`config.mk`:
```
export PLATFORM = sky130hd
export DESIGN_NAME = line_fill_master_flat
export DESIGN_NICKNAME = d
export VERILOG_FILES = /design/src/rtl/mem_bus_pkg.sv /design/src/rtl/line_fill_master_if.sv /design/src/rtl/line_fill_master_burst_collector.sv /design/src/rtl/line_fill_master.sv /design/src/flat_wrapper.sv
export SDC_FILE = /design/constraint.sdc
export NUM_CORES = 1
export LEC_CHECK = 0
export ABC_AREA = 1
export BUFFER_PORTS_ARGS = -buffer_cell sky130_fd_sc_hd__buf_2
export CORE_UTILIZATION = 50
export CTS_BUF_LIST = sky130_fd_sc_hd__clkbuf_4 sky130_fd_sc_hd__clkbuf_8
export DETAILED_ROUTE_END_ITERATION = 16
export PLACE_DENSITY = 0.75
export SLEW_MARGIN = 0
export SYNTH_ARGS = -nofsm -noshare
export SYNTH_HDL_FRONTEND = slang
export SYNTH_SLANG_ARGS = --single-unit
export TNS_END_PERCENT = 10
```
`constraint.sdc`:
```
create_clock -name clock -period 4.8 [get_ports clock]
set_input_delay 0.24 -clock clock [delete_from_list [all_inputs] [get_ports clock]]
set_output_delay 0.24 -clock clock [all_outputs]
set_load 0.01 [all_outputs]
```
`src/rtl/mem_bus_pkg.sv`:
```
// Shared constants for the 30-bit word-addressed memory bus with ID-tagged burst reads.
// The SRAM controller imports the same widths and state encodings.
package mem_bus_pkg;
  localparam int ADDR_W  = 30;
  localparam int DATA_W  = 32;
  localparam int ID_W    = 2;
  localparam int MASK_W  = DATA_W / 8;
  localparam int STATE_W = 2;

  typedef logic [ADDR_W-1:0] addr_t;
  typedef logic [DATA_W-1:0] data_t;
  typedef logic [ID_W-1:0]   id_t;
  typedef logic [MASK_W-1:0] mask_t;

  localparam logic [STATE_W-1:0] S_IDLE     = 2'd0;
  localparam logic [STATE_W-1:0] S_READREQ  = 2'd1;
  localparam logic [STATE_W-1:0] S_READDATA = 2'd2;
  localparam logic [STATE_W-1:0] S_WRITEREQ = 2'd3;

  // First word address of the line containing a.
  function automatic addr_t line_align(input addr_t a, input int bits);
    return (a >> bits) << bits;
  endfunction
endpackage

```
`src/rtl/line_fill_master_if.sv`:
```
// Client request / line delivery and memory-bus signals of line_fill_master.
// master = the line fill initiator, slave = client plus memory side.
interface line_fill_master_if
  import mem_bus_pkg::*;
#(
  parameter int burst_bits = 2
);
  localparam int LINE_W = DATA_W << burst_bits;

  logic              req_valid;
  logic              req_ready;
  logic              req_write;
  addr_t             req_address;
  data_t             req_writedata;
  mask_t             req_writemask;
  logic              fill_valid;
  addr_t             fill_address;
  logic [LINE_W-1:0] fill_line;
  logic              err;
  logic              mem_waitrequest;
  id_t               mem_id;
  addr_t             mem_address;
  logic              mem_read;
  logic              mem_write;
  data_t             mem_writedata;
  mask_t             mem_writedatamask;
  data_t             mem_readdata;
  id_t               mem_readdataid;

  modport master (
    input  req_valid, req_write, req_address, req_writedata, req_writemask,
           mem_waitrequest, mem_readdata, mem_readdataid,
    output req_ready, fill_valid, fill_address, fill_line, err,
           mem_id, mem_address, mem_read, mem_write, mem_writedata, mem_writedatamask
  );

  modport slave (
    output req_valid, req_write, req_address, req_writedata, req_writemask,
           mem_waitrequest, mem_readdata, mem_readdataid,
    input  req_ready, fill_valid, fill_address, fill_line, err,
           mem_id, mem_address, mem_read, mem_write, mem_writedata, mem_writedatamask
  );
endinterface

```
`src/rtl/line_fill_master_burst_collector.sv`:
```
// Gathers the ID-matched words of one read burst and publishes the completed line.
// line_data holds the last completed line until the next burst finishes.
module burst_collector
  import mem_bus_pkg::*;
#(
  parameter int burst_bits = 2
) (
  input  logic                              clock,
  input  logic                              rst,
  input  logic                              clear,
  input  logic                              capture,
  input  data_t                             data,
  output logic [(DATA_W << burst_bits)-1:0] line_data,
  output logic                              done,
  output logic                              last_word
);
  localparam int LEN    = 1 << burst_bits;
  localparam int LINE_W = DATA_W * LEN;
  localparam logic [burst_bits:0] LAST_IDX = (burst_bits + 1)'(LEN - 1);

  logic [burst_bits:0] cnt;
  logic [burst_bits:0] idx;
  logic [LINE_W-1:0]   stage;
  logic [LINE_W-1:0]   line_next;

  // A word arriving on the bus-accept cycle lands in slot 0 of the fresh burst.
  always_comb begin
    // NOTE: every variable gets a value on every path first, so no latch is inferred.
    idx       = clear ? '0 : cnt;
    line_next = stage;
    line_next[idx[burst_bits-1:0]*DATA_W +: DATA_W] = data;
    last_word = capture && (idx == LAST_IDX);
  end

  // NOTE: the staging words need no reset; each slot is written before the line is published.
  always_ff @(posedge clock) begin
    if (capture) stage <= line_next;
  end

  // NOTE: sequential state always uses non-blocking assignments.
  always_ff @(posedge clock) begin
    if (rst) begin
      cnt       <= '0;
      line_data <= '0;
      done      <= 1'b0;
    end else begin
      done <= last_word;
      if (capture)    cnt <= idx + 1'b1;
      else if (clear) cnt <= '0;
      if (last_word) line_data <= line_next;
    end
  end
endmodule

```
`src/rtl/line_fill_master.sv`:
```
// Memory-bus initiator: one cache-line burst fill or single-word store at a time.
// Optional LINE_FILL_TIMEOUT_EN aborts a stalled burst with an err pulse.
module line_fill_master
  import mem_bus_pkg::*;
#(
  parameter int        burst_bits     = 2,
  parameter logic [ID_W-1:0] my_id    = 2'd1,
  parameter int        timeout_cycles = 255
) (
  input logic                clock,
  input logic                rst,
  line_fill_master_if.master bus
);
  localparam int LINE_W = DATA_W << burst_bits;

  logic [STATE_W-1:0] state;
  logic               mem_read_q;
  logic               mem_write_q;
  id_t                mem_id_q;
  addr_t              mem_address_q;
  data_t              mem_writedata_q;
  mask_t              mem_mask_q;
  addr_t              fill_address_q;
  logic               accept;
  logic               capture;
  logic               last_word;
  logic               fill_done;
  logic               timeout_hit;
  logic [LINE_W-1:0]  line_data;

  assign accept  = (state == S_READREQ) && !bus.mem_waitrequest;
  assign capture = (bus.mem_readdataid == my_id) && (accept || state == S_READDATA);

  burst_collector #(.burst_bits(burst_bits)) u_collector (
    .clock     (clock),
    .rst       (rst),
    .clear     (accept),
    .capture   (capture),
    .data      (bus.mem_readdata),
    .line_data (line_data),
    .done      (fill_done),
    .last_word (last_word)
  );

`ifdef LINE_FILL_TIMEOUT_EN
  localparam int TMO_W = ($clog2(timeout_cycles + 1) > 8) ? $clog2(timeout_cycles + 1) : 8;
  logic [TMO_W-1:0] tmo_cnt;
  logic             err_q;

  // Counts idle cycles since the last matching word; fires when the next cycle would reach the limit.
  assign timeout_hit = (state == S_READDATA) && !capture &&
                       (tmo_cnt == TMO_W'(timeout_cycles - 1));

  always_ff @(posedge clock) begin
    if (rst) begin
      tmo_cnt <= '0;
      err_q   <= 1'b0;
    end else begin
      err_q <= timeout_hit;
      if (state != S_READDATA || capture) tmo_cnt <= '0;
      else                                tmo_cnt <= tmo_cnt + 1'b1;
    end
  end
  assign bus.err = err_q;
`else
  assign timeout_hit = 1'b0;
  assign bus.err     = 1'b0;
`endif

  always_ff @(posedge clock) begin
    if (rst) begin
      state           <= S_IDLE;
      mem_read_q      <= 1'b0;
      mem_write_q     <= 1'b0;
      mem_id_q        <= '0;
      mem_address_q   <= '0;
      mem_writedata_q <= '0;
      mem_mask_q      <= '0;
      fill_address_q  <= '0;
    end else begin
      case (state)
        S_IDLE: if (bus.req_valid) begin
          if (bus.req_write) begin
            mem_address_q   <= bus.req_address;
            mem_writedata_q <= bus.req_writedata;
            mem_mask_q      <= bus.req_writemask;
            mem_write_q     <= 1'b1;
            state           <= S_WRITEREQ;
          end else begin
            mem_address_q <= line_align(bus.req_address, burst_bits);
            mem_id_q      <= my_id;
            mem_read_q    <= 1'b1;
            state         <= S_READREQ;
          end
        end
        S_READREQ: if (accept) begin
          mem_read_q <= 1'b0;
          state      <= last_word ? S_IDLE : S_READDATA;
        end
        S_READDATA: begin
          if (last_word || timeout_hit) state <= S_IDLE;
        end
        S_WRITEREQ: if (!bus.mem_waitrequest) begin
          mem_write_q <= 1'b0;
          state       <= S_IDLE;
        end
        default: state <= S_IDLE;
      endcase
      // mem_address still holds the line address while the burst is in flight.
      if (last_word) fill_address_q <= mem_address_q;
    end
  end

  assign bus.req_ready         = (state == S_IDLE);
  assign bus.fill_valid        = fill_done;
  assign bus.fill_address      = fill_address_q;
  assign bus.fill_line         = line_data;
  assign bus.mem_id            = mem_id_q;
  assign bus.mem_address       = mem_address_q;
  assign bus.mem_read          = mem_read_q;
  assign bus.mem_write         = mem_write_q;
  assign bus.mem_writedata     = mem_writedata_q;
  assign bus.mem_writedatamask = mem_mask_q;
endmodule

```
`src/flat_wrapper.sv`:
```
// flat-port wrapper written by rule: the top's interface ports become plain ports
module line_fill_master_flat import mem_bus_pkg::*;
#(
  parameter int        burst_bits     = 2,
  parameter logic [ID_W-1:0] my_id    = 2'd1,
  parameter int        timeout_cycles = 255
)
  (clock, rst, bus_req_valid, bus_req_write, bus_req_address, bus_req_writedata, bus_req_writemask, bus_mem_waitrequest, bus_mem_readdata, bus_mem_readdataid, bus_req_ready, bus_fill_valid, bus_fill_address, bus_fill_line, bus_err, bus_mem_id, bus_mem_address, bus_mem_read, bus_mem_write, bus_mem_writedata, bus_mem_writedatamask);
  line_fill_master_if #(.burst_bits(burst_bits)) bus_i ();
  input logic clock;
  input logic rst;
  input wire logic [$bits(bus_i.req_valid)-1:0] bus_req_valid;
  input wire logic [$bits(bus_i.req_write)-1:0] bus_req_write;
  input wire logic [$bits(bus_i.req_address)-1:0] bus_req_address;
  input wire logic [$bits(bus_i.req_writedata)-1:0] bus_req_writedata;
  input wire logic [$bits(bus_i.req_writemask)-1:0] bus_req_writemask;
  input wire logic [$bits(bus_i.mem_waitrequest)-1:0] bus_mem_waitrequest;
  input wire logic [$bits(bus_i.mem_readdata)-1:0] bus_mem_readdata;
  input wire logic [$bits(bus_i.mem_readdataid)-1:0] bus_mem_readdataid;
  output wire logic [$bits(bus_i.req_ready)-1:0] bus_req_ready;
  output wire logic [$bits(bus_i.fill_valid)-1:0] bus_fill_valid;
  output wire logic [$bits(bus_i.fill_address)-1:0] bus_fill_address;
  output wire logic [$bits(bus_i.fill_line)-1:0] bus_fill_line;
  output wire logic [$bits(bus_i.err)-1:0] bus_err;
  output wire logic [$bits(bus_i.mem_id)-1:0] bus_mem_id;
  output wire logic [$bits(bus_i.mem_address)-1:0] bus_mem_address;
  output wire logic [$bits(bus_i.mem_read)-1:0] bus_mem_read;
  output wire logic [$bits(bus_i.mem_write)-1:0] bus_mem_write;
  output wire logic [$bits(bus_i.mem_writedata)-1:0] bus_mem_writedata;
  output wire logic [$bits(bus_i.mem_writedatamask)-1:0] bus_mem_writedatamask;
  assign bus_i.req_valid = bus_req_valid;
  assign bus_i.req_write = bus_req_write;
  assign bus_i.req_address = bus_req_address;
  assign bus_i.req_writedata = bus_req_writedata;
  assign bus_i.req_writemask = bus_req_writemask;
  assign bus_i.mem_waitrequest = bus_mem_waitrequest;
  assign bus_i.mem_readdata = bus_mem_readdata;
  assign bus_i.mem_readdataid = bus_mem_readdataid;
  assign bus_req_ready = bus_i.req_ready;
  assign bus_fill_valid = bus_i.fill_valid;
  assign bus_fill_address = bus_i.fill_address;
  assign bus_fill_line = bus_i.fill_line;
  assign bus_err = bus_i.err;
  assign bus_mem_id = bus_i.mem_id;
  assign bus_mem_address = bus_i.mem_address;
  assign bus_mem_read = bus_i.mem_read;
  assign bus_mem_write = bus_i.mem_write;
  assign bus_mem_writedata = bus_i.mem_writedata;
  assign bus_mem_writedatamask = bus_i.mem_writedatamask;
  line_fill_master #(.burst_bits(burst_bits), .my_id(my_id), .timeout_cycles(timeout_cycles)) u_core (.clock(clock), .rst(rst), .bus(bus_i));
endmodule
```
# ---- Word level (Yosys, flattened, before mapping)
# Cells that the tools add are included.
dict set report classes {
  n_addsub 2
  shift 2
  eq_ne 11
  n_bitwise 1
  n_reduce_logical 14
  mux 19
}
# cell n
set ops {}
lappend ops {{$bwmux W128} 1}
lappend ops {{$shift A32 B34 Y128 const A} 1}
lappend ops {{$shiftx A32 B34 Y128} 1}
lappend ops {{$neg A7 Y34} 1}
lappend ops {{$mux W2} 7}
lappend ops {{$reduce_and A4 Y1} 3}
lappend ops {{$ne A2 B2 Y1 const B} 4}
lappend ops {{$pmux W2 S4} 1}
lappend ops {{$mux W1} 6}
lappend ops {{$mux W3} 2}
lappend ops {{$reduce_and A3 Y1} 2}
lappend ops {{$eq A2 B1 Y1 const B} 2}
lappend ops {{$eq A2 B2 Y1 const B} 2}
lappend ops {{$ne A2 B1 Y1 const B} 2}
lappend ops {{$pmux W1 S2} 2}
lappend ops {{$reduce_bool A2 Y1} 2}
lappend ops {{$add A3 B1 Y3 const B} 1}
lappend ops {{$eq A3 B2 Y1 const B} 1}
lappend ops {{$logic_and A1 B1 Y1} 3}
lappend ops {{$logic_not A2 Y1} 1}
lappend ops {{$reduce_and A2 Y1} 1}
lappend ops {{$logic_not A1 Y1} 1}
lappend ops {{$logic_or A1 B1 Y1} 1}
lappend ops {{$not A1 Y1} 1}
dict set report totals {
  regBits 361
  output_inout_bits 231
}

# ---- Logic depth before layout (Yosys ltp)
# Gate-level depths: netlist (run 1).
dict set report depth {
  ltp_word 8
  depth_mapped 15
}

# ---- By module
# From an unflattened synthesis (run 1), not the netlist that was laid out.
dict set report hier_totals {
  hier_cells 1960
  hier_area_um2 15094.5
}
# mod cells_per_inst instances seq_area_each_um2 area_each_um2
set modules_own_cells {}
lappend modules_own_cells {burst_collector 1497 1 6486.2 11472.3}
lappend modules_own_cells {line_fill_master 463 1 2021.9 3622.2}

# ---- Worst setup path before layout (run 1)
# Ideal clock, no wire load.
dict set report synth_path {
  path_type {register to register}
  from {register u_core.state[1]}
  to {register u_core.u_collector.stage[0] (enable)}
  required_time_ns 4.318
  slack_ns 1.143
  path_stages_with_launch 6
  path_buffers 0
  arrival_ns 3.174
  cell_sequence {dfxtp_1 inv_1 nand2_1 nand2_1 nand2_1 inv_1}
}
dict set report synth_via {
  elab_chain_len 4
  elab_cells_between_ends 5
  classes_between {eq/ne (2); reduce/logical (3)}
}
# item line
set synth_lines {}
lappend synth_lines {{start, declared} line_fill_master.sv:16} ;# logic [STATE_W-1:0] state;
lappend synth_lines {{start signal, assigned} line_fill_master.sv:98} ;# state <= last_word ? S_IDLE : S_READDATA;
lappend synth_lines {{$eq A2 B1 Y1} line_fill_master.sv:31} ;# assign accept = (state == S_READREQ) && !bus.mem_waitrequest;
lappend synth_lines {{$logic_and A1 B1 Y1} line_fill_master.sv:31}
lappend synth_lines {{$logic_or A1 B1 Y1 (*)} line_fill_master.sv:32} ;# assign capture = (bus.mem_readdataid == my_id) && (accept || state == S_READDATA);
lappend synth_lines {{$logic_and A1 B1 Y1 (*)} line_fill_master.sv:32}
lappend synth_lines {{net u_core.capture} line_fill_master.sv:25} ;# logic capture;
lappend synth_lines {{end signal, assigned} line_fill_master_burst_collector.sv:37} ;# if (capture) stage <= line_next;
lappend synth_lines {{end, declared} line_fill_master_burst_collector.sv:23} ;# logic [LINE_W-1:0] stage;
# Mark *: on every way through the listed nets, which the timed path passes. The rest lies on a longest branch.
# A chain may end at the register's enable or synchronous reset.

# ---- Worst setup path in the final report (run 1)
dict set report layout_path {
  from {register u_core.state[1]}
  to {register u_core.u_collector.line_data[92]}
}
dict set report layout_via {
  elab_chain_len 6
  elab_cells_between_ends 12
  classes_between {add/sub (1); eq/ne (3); shift (2); mux (2); reduce/logical (4)}
}
# item line
set layout_lines {}
lappend layout_lines {{$eq A2 B1 Y1 (*)} line_fill_master.sv:31}
lappend layout_lines {{$logic_and A1 B1 Y1 (*)} line_fill_master.sv:31}
lappend layout_lines {{$mux W3 (*)} line_fill_master_burst_collector.sv:29} ;# idx = clear ? '0 : cnt;
lappend layout_lines {{$neg A7 Y34 (*)} line_fill_master_burst_collector.sv:31} ;# line_next[idx[burst_bits-1:0]*DATA_W +: DATA_W] = data;
lappend layout_lines {{$shiftx A32 B34 Y128 / $shift A32 B34 Y128 (equally long branches)} line_fill_master_burst_collector.sv:31}
lappend layout_lines {{$bwmux W128 (*)} line_fill_master_burst_collector.sv:31}
lappend layout_lines {{net u_core.u_collector.line_next[92]} line_fill_master_burst_collector.sv:24} ;# logic [LINE_W-1:0] line_next;
lappend layout_lines {{end signal, assigned} line_fill_master_burst_collector.sv:50} ;# if (last_word) line_data <= line_next;
lappend layout_lines {{end, declared} line_fill_master_burst_collector.sv:13} ;# output logic [(DATA_W << burst_bits)-1:0] line_data,
# Marked as above.

==> metrics, run 1 <==
gpl congestion=~0.86; # setup viols final=0; post-synthesis xor/xnor area fraction=0%; peak supply drop=between 200 and 300 uV; Sw Pwr=1.749 mW; Yosys top cell area share=a little under a third; Int Pwr=5.081 mW; Worst Skew=about 0.043 ns; ranking of synthesized cells by area=dfxtp_1, edfxtp_1, nand2_1, nor2_1, inv_1; Slew @ Worst Pin=1.224 ns; setup TNS=0 ns; WP data arrival=3.92 ns; Cell Area, Synth=14890 sq um; TritonCTS clock tree=done; fillers=2460; Root Buffer=clkbuf_8; relative slew slack=18.30%; Num CTS Buffers=57; vias in the first global route=between 10000 and 15000; Synth Area in Compound Gates=5.746%; chip height=roughly 170 um; Post-CTS Setup Repair Bufs=0; # rows=62; Design Power=between 6 and 7 mW; P_leak=just over 9 nW; HPWL Detailed=between 20000 and 30000 um; Tmin final=around 3.4 ns; Hold Crit Class=in2reg; largest family of logic cells by synthesized area=simple AND/OR/NAND/NOR gates; RSZ-0062 raised after global routing=no; startpoint types=flip-flop; Final Max Slew Viols=0; Sw Share=between 20% and 30%; Flop pwr share=between 40% and 50%; synthesized flop and latch total=around 360; CP Class=reg2reg; status=complete, no violations; Clock transition at path regs=about 0.060 ns; Die Width=174.6 um; Hold Vio Cnt, Final=0; post-synth top area cell=dfxtp_1; detailed-route via count=approximately 14000; Longest Clk Path Bufs=3; initial DRC count=~1100; CP Capture Type=flip-flop; vias per cell=around 5; gr usage total=approximately 28%; Post-Route WL=between 40000 and 50000 um; Max FO, Critical Path=33; Syn Inst Count=approximately 1900; simple-gate area share of the yosys netlist=between 20% and 30%; H-tree Lvls=2; share of layout cells above drive strength 1=20.34%; Layout area overhead=24.41%; area of the die=around 30000 sq um; Synth cell types=24; first-pass GRT wire length=between 60000 and 70000 um; Post-CTS Resized=0; Area after DPL=approximately 17000 sq um; port bufs=roughly 330; nets@finish=2331; Cells after DPL=roughly 2500; largest net degree at the start of global routing=about 230; Finished Layout Cells=about 2700; Synth Warn #=0; hold_ws=0.04912 ns; Tcrit/Tclk final=a little under three quarters; DR DRC count=0; Clk network pwr share=39.7%; max_cap viols=0; clock insertion delay at the later pin of the skew report=roughly 0.6 ns; Logic pwr share=10.7%; IO Pins=around 340; sequential element share of the synthesized area=57.13%; mux cell area share after synthesis=0%; Final Cell Area=18530 sq um; Post-Synth Adder-Cell Area=0.5881%; PwrDens=368.6 nW/um^2; clk sinks=361; drt first pass iters=5; gr ovfl total=0; total core area=29010 sq um; Max Clk Rate=between 200 and 300 MHz; antenna violations before repair=3; Starting Density=approximately half; mean post-synth cell area=about 8.0 sq um; critical path required time=between 5 and 6 ns; antenna viol nets, final=0; drt wl/cell=between 15 and 20 um
## metal layers
metal / up-vias / part of all wire, % / global-route usage, %
met4: 2 / 4.8 / 14.13
met2: 611 / 49 / 48.24
met5: - / 0.039 / 0
met1: 6241 / 39 / 33.92
li1: 6630 / - / -
met3: 127 / 7.7 / 5.875
## final cells by class
class / count / area, sq um / area share, %
antenna: 2 / 5.005 / 0.02701
inverter: 211 / 798.3 / 4.308
clock inverter: 16 / 98.84 / 0.5335
timing repair buffer: 414 / 2472 / 13.34
clock buffer: 90 / 1114 / 6.010
sequential: 361 / 8509 / 45.93
multi-input combinational: 1174 / 5050 / 27.26
tap: 384 / 480.5 / 2.593
## final timing paths
path / cells past startpoint / slack, ns / startpoint / to
setup / recovery: 12 / 1.39 / u_core.state[1] / u_core.u_collector.line_data[92]
hold / removal: 2 / 0.05 / rst / u_core.bus.fill_address[20]
setup reg to reg: 12 / 1.39 / u_core.state[1] / u_core.u_collector.line_data[92]
hold reg to reg: 2 / 0.46 / u_core.bus.fill_address[11] / u_core.bus.fill_address[11]
## cells in the final DEF, fill, tap and decap left out, types with 2 or more instances in the layout
cell type | Yosys | layout
conb_1 | 1 | 2
o21ai_0 | 60 | 60
clkbuf_8 | 0 | 70
nor2_2 | 1 | 4
clkinv_1 | 0 | 8
inv_2 | 5 | 4
inv_1 | 206 | 204
nand2_1 | 534 | 533
edfxtp_1 | 128 | 128
clkinv_2 | 0 | 7
buf_4 | 11 | 12
dfxtp_1 | 233 | 232
dlygate4sd3_1 | 0 | 68
inv_4 | 0 | 2
nand3_1 | 128 | 128
nand2_2 | 1 | 2
a21oi_1 | 104 | 104
nand4_1 | 64 | 64
o21ai_1 | 7 | 7
buf_12 | 0 | 2
ha_1 | 7 | 7
diode_2 | 0 | 2
buf_2 | 41 | 332
clkbuf_4 | 0 | 20
nor2_1 | 261 | 258
## cells in the mapped netlist
| library cell | n |
|---|---|
| o21ai_1 | 7 |
| a21oi_1 | 104 |
| buf_4 | 11 |
| nor2_2 | 1 |
| nor2_1 | 261 |
| nand4_1 | 64 |
| nand2_1 | 534 |
| buf_2 | 41 |
| buf_6 | 4 |
| nand3_2 | 1 |
| nor3_1 | 2 |
| o21ai_0 | 60 |
| nor2_4 | 1 |
| nand2_2 | 1 |
| nand3_1 | 128 |
| nand3b_1 | 1 |
| ha_1 | 7 |
| inv_2 | 5 |
| clkbuf_1 | 58 |
| conb_1 | 1 |
| dfxtp_1 | 233 |
| edfxtp_1 | 128 |
| inv_1 | 206 |
| buf_1 | 5 |
## flip-flops by register name, summed over array words and instances, names as in the netlist
name                          flops
u_core.u_collector.done           1
u_core.u_collector.cnt            3
u_core.bus.mem_writedata         32
u_core.bus.fill_address          30
u_core.u_collector.line_data    128
u_core.bus.mem_address           30
u_core.bus.mem_id                 1
u_core.u_collector.stage        128
u_core.bus.mem_write              1
u_core.bus.mem_writedatamask      4
u_core.state                      2
u_core.bus.mem_read               1
## power groups by stage
| stage | Combinational (mW) | Clock, mW | Sequential [mW] |
|---|---|---|---|
| CTS | 0.711 | 2.74 | 3.38 |
| global route | 0.801 | 2.89 | 3.40 |
| floorplan | 0.383 | 0 | 3.47 |
| global placement | 0.652 | 0 | 3.44 |
| finish | 0.732 | 2.71 | 3.39 |
| detailed placement | 0.667 | 0 | 3.45 |
## through the flow
stage / setup slack [ns] / util, %
floorplan: 1.143 / -
CTS: 1.425 / 63.84
detailed placement: 1.462 / 57.32
finish: 1.387 / 63.86
global route: 1.056 / 63.86
global placement: 1.512 / 57.32
## cells by family after synthesis
kind of cell	Yosys count
flops	361
other cells	1
simple gates	994
buf+inv	330
fa+ha+maj	7
compound gates	171
## timing repair
action | CTS | global route
hold buffers | 68 | 0
hold endpoints to repair | 69 | 0
endpoints found under the setup margin | 0 | 0
## worst max-delay path, stage by stage (launching register included)
cell      delay [ns]
dfxtp_1         0.32
inv_1           0.08
nand3b_1        0.42
nand2_2         0.32
ha_1            0.34
inv_2           0.44
nand2_1         0.19
nor2_2          0.35
buf_4           0.38
nand3_1         0.12
nand2_1         0.12
nor2_1          0.06
nor2_1          0.16
Note: power is estimated with default switching activity, not from simulation.
==> inputs of run 2 (changes only) <==
PLACE_DENSITY = 0.78   (was 0.75)
clock period = 2.8 ns   (was 4.8 ns; I/O delays follow)
==> run 2 against run 1 <==
Non-clock buffer count up 48. Utilization increased by 1.5 points. First-iteration DRC count up 2.1%. Wire length grew 2.0%. Combinational power up 80%. Critical path depth shrank 2. Via count up 2.1%. Worst setup slack lost 1.1 ns. Final cell count rose by 1.5%. Clock-buffer cell count up 5. Highest routed layer is now met4.
==> metrics, run 2 (synthesis results as in run 1) <==
status=complete, no violations; port bufs=roughly 330; clock insertion delay at the later pin of the skew report=roughly 0.6 ns; crit-path leading delay family=buffers and inverters; Multi-input gate area=around 5100 sq um; FF/Latch Area=~8500 sq um; gpl congestion=~0.86; Place WS=0.3413 ns; area of the die=30480 sq um; initial DRC count=approximately 1200; fillers=2351; Sw Share=approximately 26%; Root Buffer=clkbuf_8; Post-Route WL=roughly 45000 um; Max Clk Rate=between 300 and 400 MHz; Final Max Slew Viols=0; Clock transition at path regs=approximately 0.07 ns; P_leak=9.254 nW; critical path required time=approximately 3.4 ns; Hold Crit Class=in2reg; Num CTS Buffers=between 50 and 60; largest net degree at the start of global routing=between 100 and 150; drt wl/cell=roughly 17 um; Final Worst Setup Slack=between 0.2 and 0.25 ns; Clk network pwr share=38.9%; most frequent cell on the critical path=nand2_1; Die Width=~170 um; antenna violations before repair=0; peak supply drop=approximately 430 uV; detailed-route via count=about 14000; antenna viol nets, final=0; max_cap viols=0; Starting Density=51.33%; Layout area overhead=27.30%; H-tree Lvls=2; relative slew slack=a little over a fifth; most common cell after layout, fill and taps aside=nand2_1; gr usage total=between 20% and 30%; most frequent cells in the layout=nand2_1, buf_2, nor2_1, dfxtp_1, inv_1; Flop pwr share=49.8%; startpoint types=flip-flop; Sw Pwr=between 3 and 4 mW; gr ovfl total=0; share of layout cells above drive strength 1=a little over a fifth; clk sinks=361; Max FO, Critical Path=32; total core area=between 20000 and 30000 sq um; CP Class=reg2reg; Int Pwr=between 8 and 9 mW; Tmin final=about 2.6 ns; DR DRC count=0; CP cell instances=inv_2, nand3b_1, nand2_1, inv_1, ha_1, inv_1, nand2_1, nand2_1, nor2_1, nor2_1; Hold Vio Cnt, Final=0; PwrDens=roughly 600 nW/um^2; Longest Clk Path Bufs=3; vias in the first global route=between 10000 and 15000; chip height=174.6 um; Worst Skew=around 0.026 ns; Tcrit/Tclk final=between 90% and 100%; vias per cell=around 5.2; hold_ws=just under 0.02 ns; HPWL Detailed=27560 um; Bufs and invs on worst path=3; Slew @ Worst Pin=1.186 ns; fin util=65.35%; # setup viols final=0; WP data arrival=3.10 ns; RSZ-0062 raised after global routing=no; Logic pwr share=a little under an eighth; CP Capture Type=flip-flop; Crit path largest cell delay=roughly 0.85 ns; Ant. Diodes=0; IO Pins=around 340; nets@finish=2378; TritonCTS clock tree=done; drt first pass iters=5; first-pass GRT wire length=between 60000 and 70000 um; # rows=62; Slowest-stage cell, CP=inv_1
run 2: changes by cell type in the layout (fill, tap and decap cells not counted), sizes merged:
cell         before  now
clkinvlp          0    2
buf             346  360
dlygate4sd3      68  102
bufinv            1    0
inv             211  210
clkinv           15    4
clkbuf           90   95
diode             2    0
run 2: routing by layer:
metal / up-vias / routed length [um] / global-route usage, %
met5: - / 0 / 0
met4: 0 / 2090 / 13.95
met3: 143 / 3642 / 6.462
met2: 689 / 21870 / 50.23
met1: 6365 / 17340 / 33.62
li1: 6705 / - / -
run 2: worst min-delay path: stages:
cell and delay (ns):
buf_2 0.10, o21ai_0 0.13, nand2_1 0.08, nand2_1 0.04
a21oi_1 0.10
run 2: power by group through the flow:
stage / combinational (mW) / sequential [mW] / clock (mW)
finish: 1.32 / 5.81 / 4.53
global route: 1.44 / 5.82 / 4.81
CTS: 1.28 / 5.80 / 4.57
detailed placement: 1.17 / 5.91 / 0
global placement: 1.13 / 5.90 / 0
floorplan: 0.662 / 5.95 / 0
run 2: path summary, 6_finish.rpt:
check / depth (start not counted) / end / startpoint / slack (ns)
setup / recovery: 10 / u_core.u_collector.line_data[82] / u_core.state[1] / 0.25
hold / removal: 5 / u_core.state[1] / bus_req_valid / 0.02
setup reg to reg: 10 / u_core.u_collector.line_data[82] / u_core.state[1] / 0.25
hold reg to reg: 2 / u_core.bus.mem_id[0] / u_core.bus.mem_id[0] / 0.46
run 2: what timing repair did:
action                                 in CTS  in global routing
buffers inserted                            0                  0
hold buffers                              102                  0
endpoints found under the hold margin     226                  0
gates resized for setup                     0                  0
run 2: final cells by class:
type / instances / area share, %
sequential: 361 / 44.90
multi-input combinational: 1174 / 26.69
timing repair buffer: 462 / 15.59
clock buffer: 95 / 5.873
inverter: 211 / 4.217
tap: 384 / 2.534
clock inverter: 5 / 0.2046
run 2: stage by stage:
stage | TNS (ns) | instance area, sq um | total power [mW] | cells
6_report | 0 | 18960 | 11.65 | 2692
5_1_grt | 0 | 18960 | 12.07 | 2692
4_1_cts | 0 | 18960 | 11.65 | 2692
3_5_place_dp | 0 | 16790 | 7.077 | 2490
3_3_place_gp | 0 | 16790 | 7.035 | 2490
2_1_floorplan | -11.68 | 14910 | 6.616 | 1865
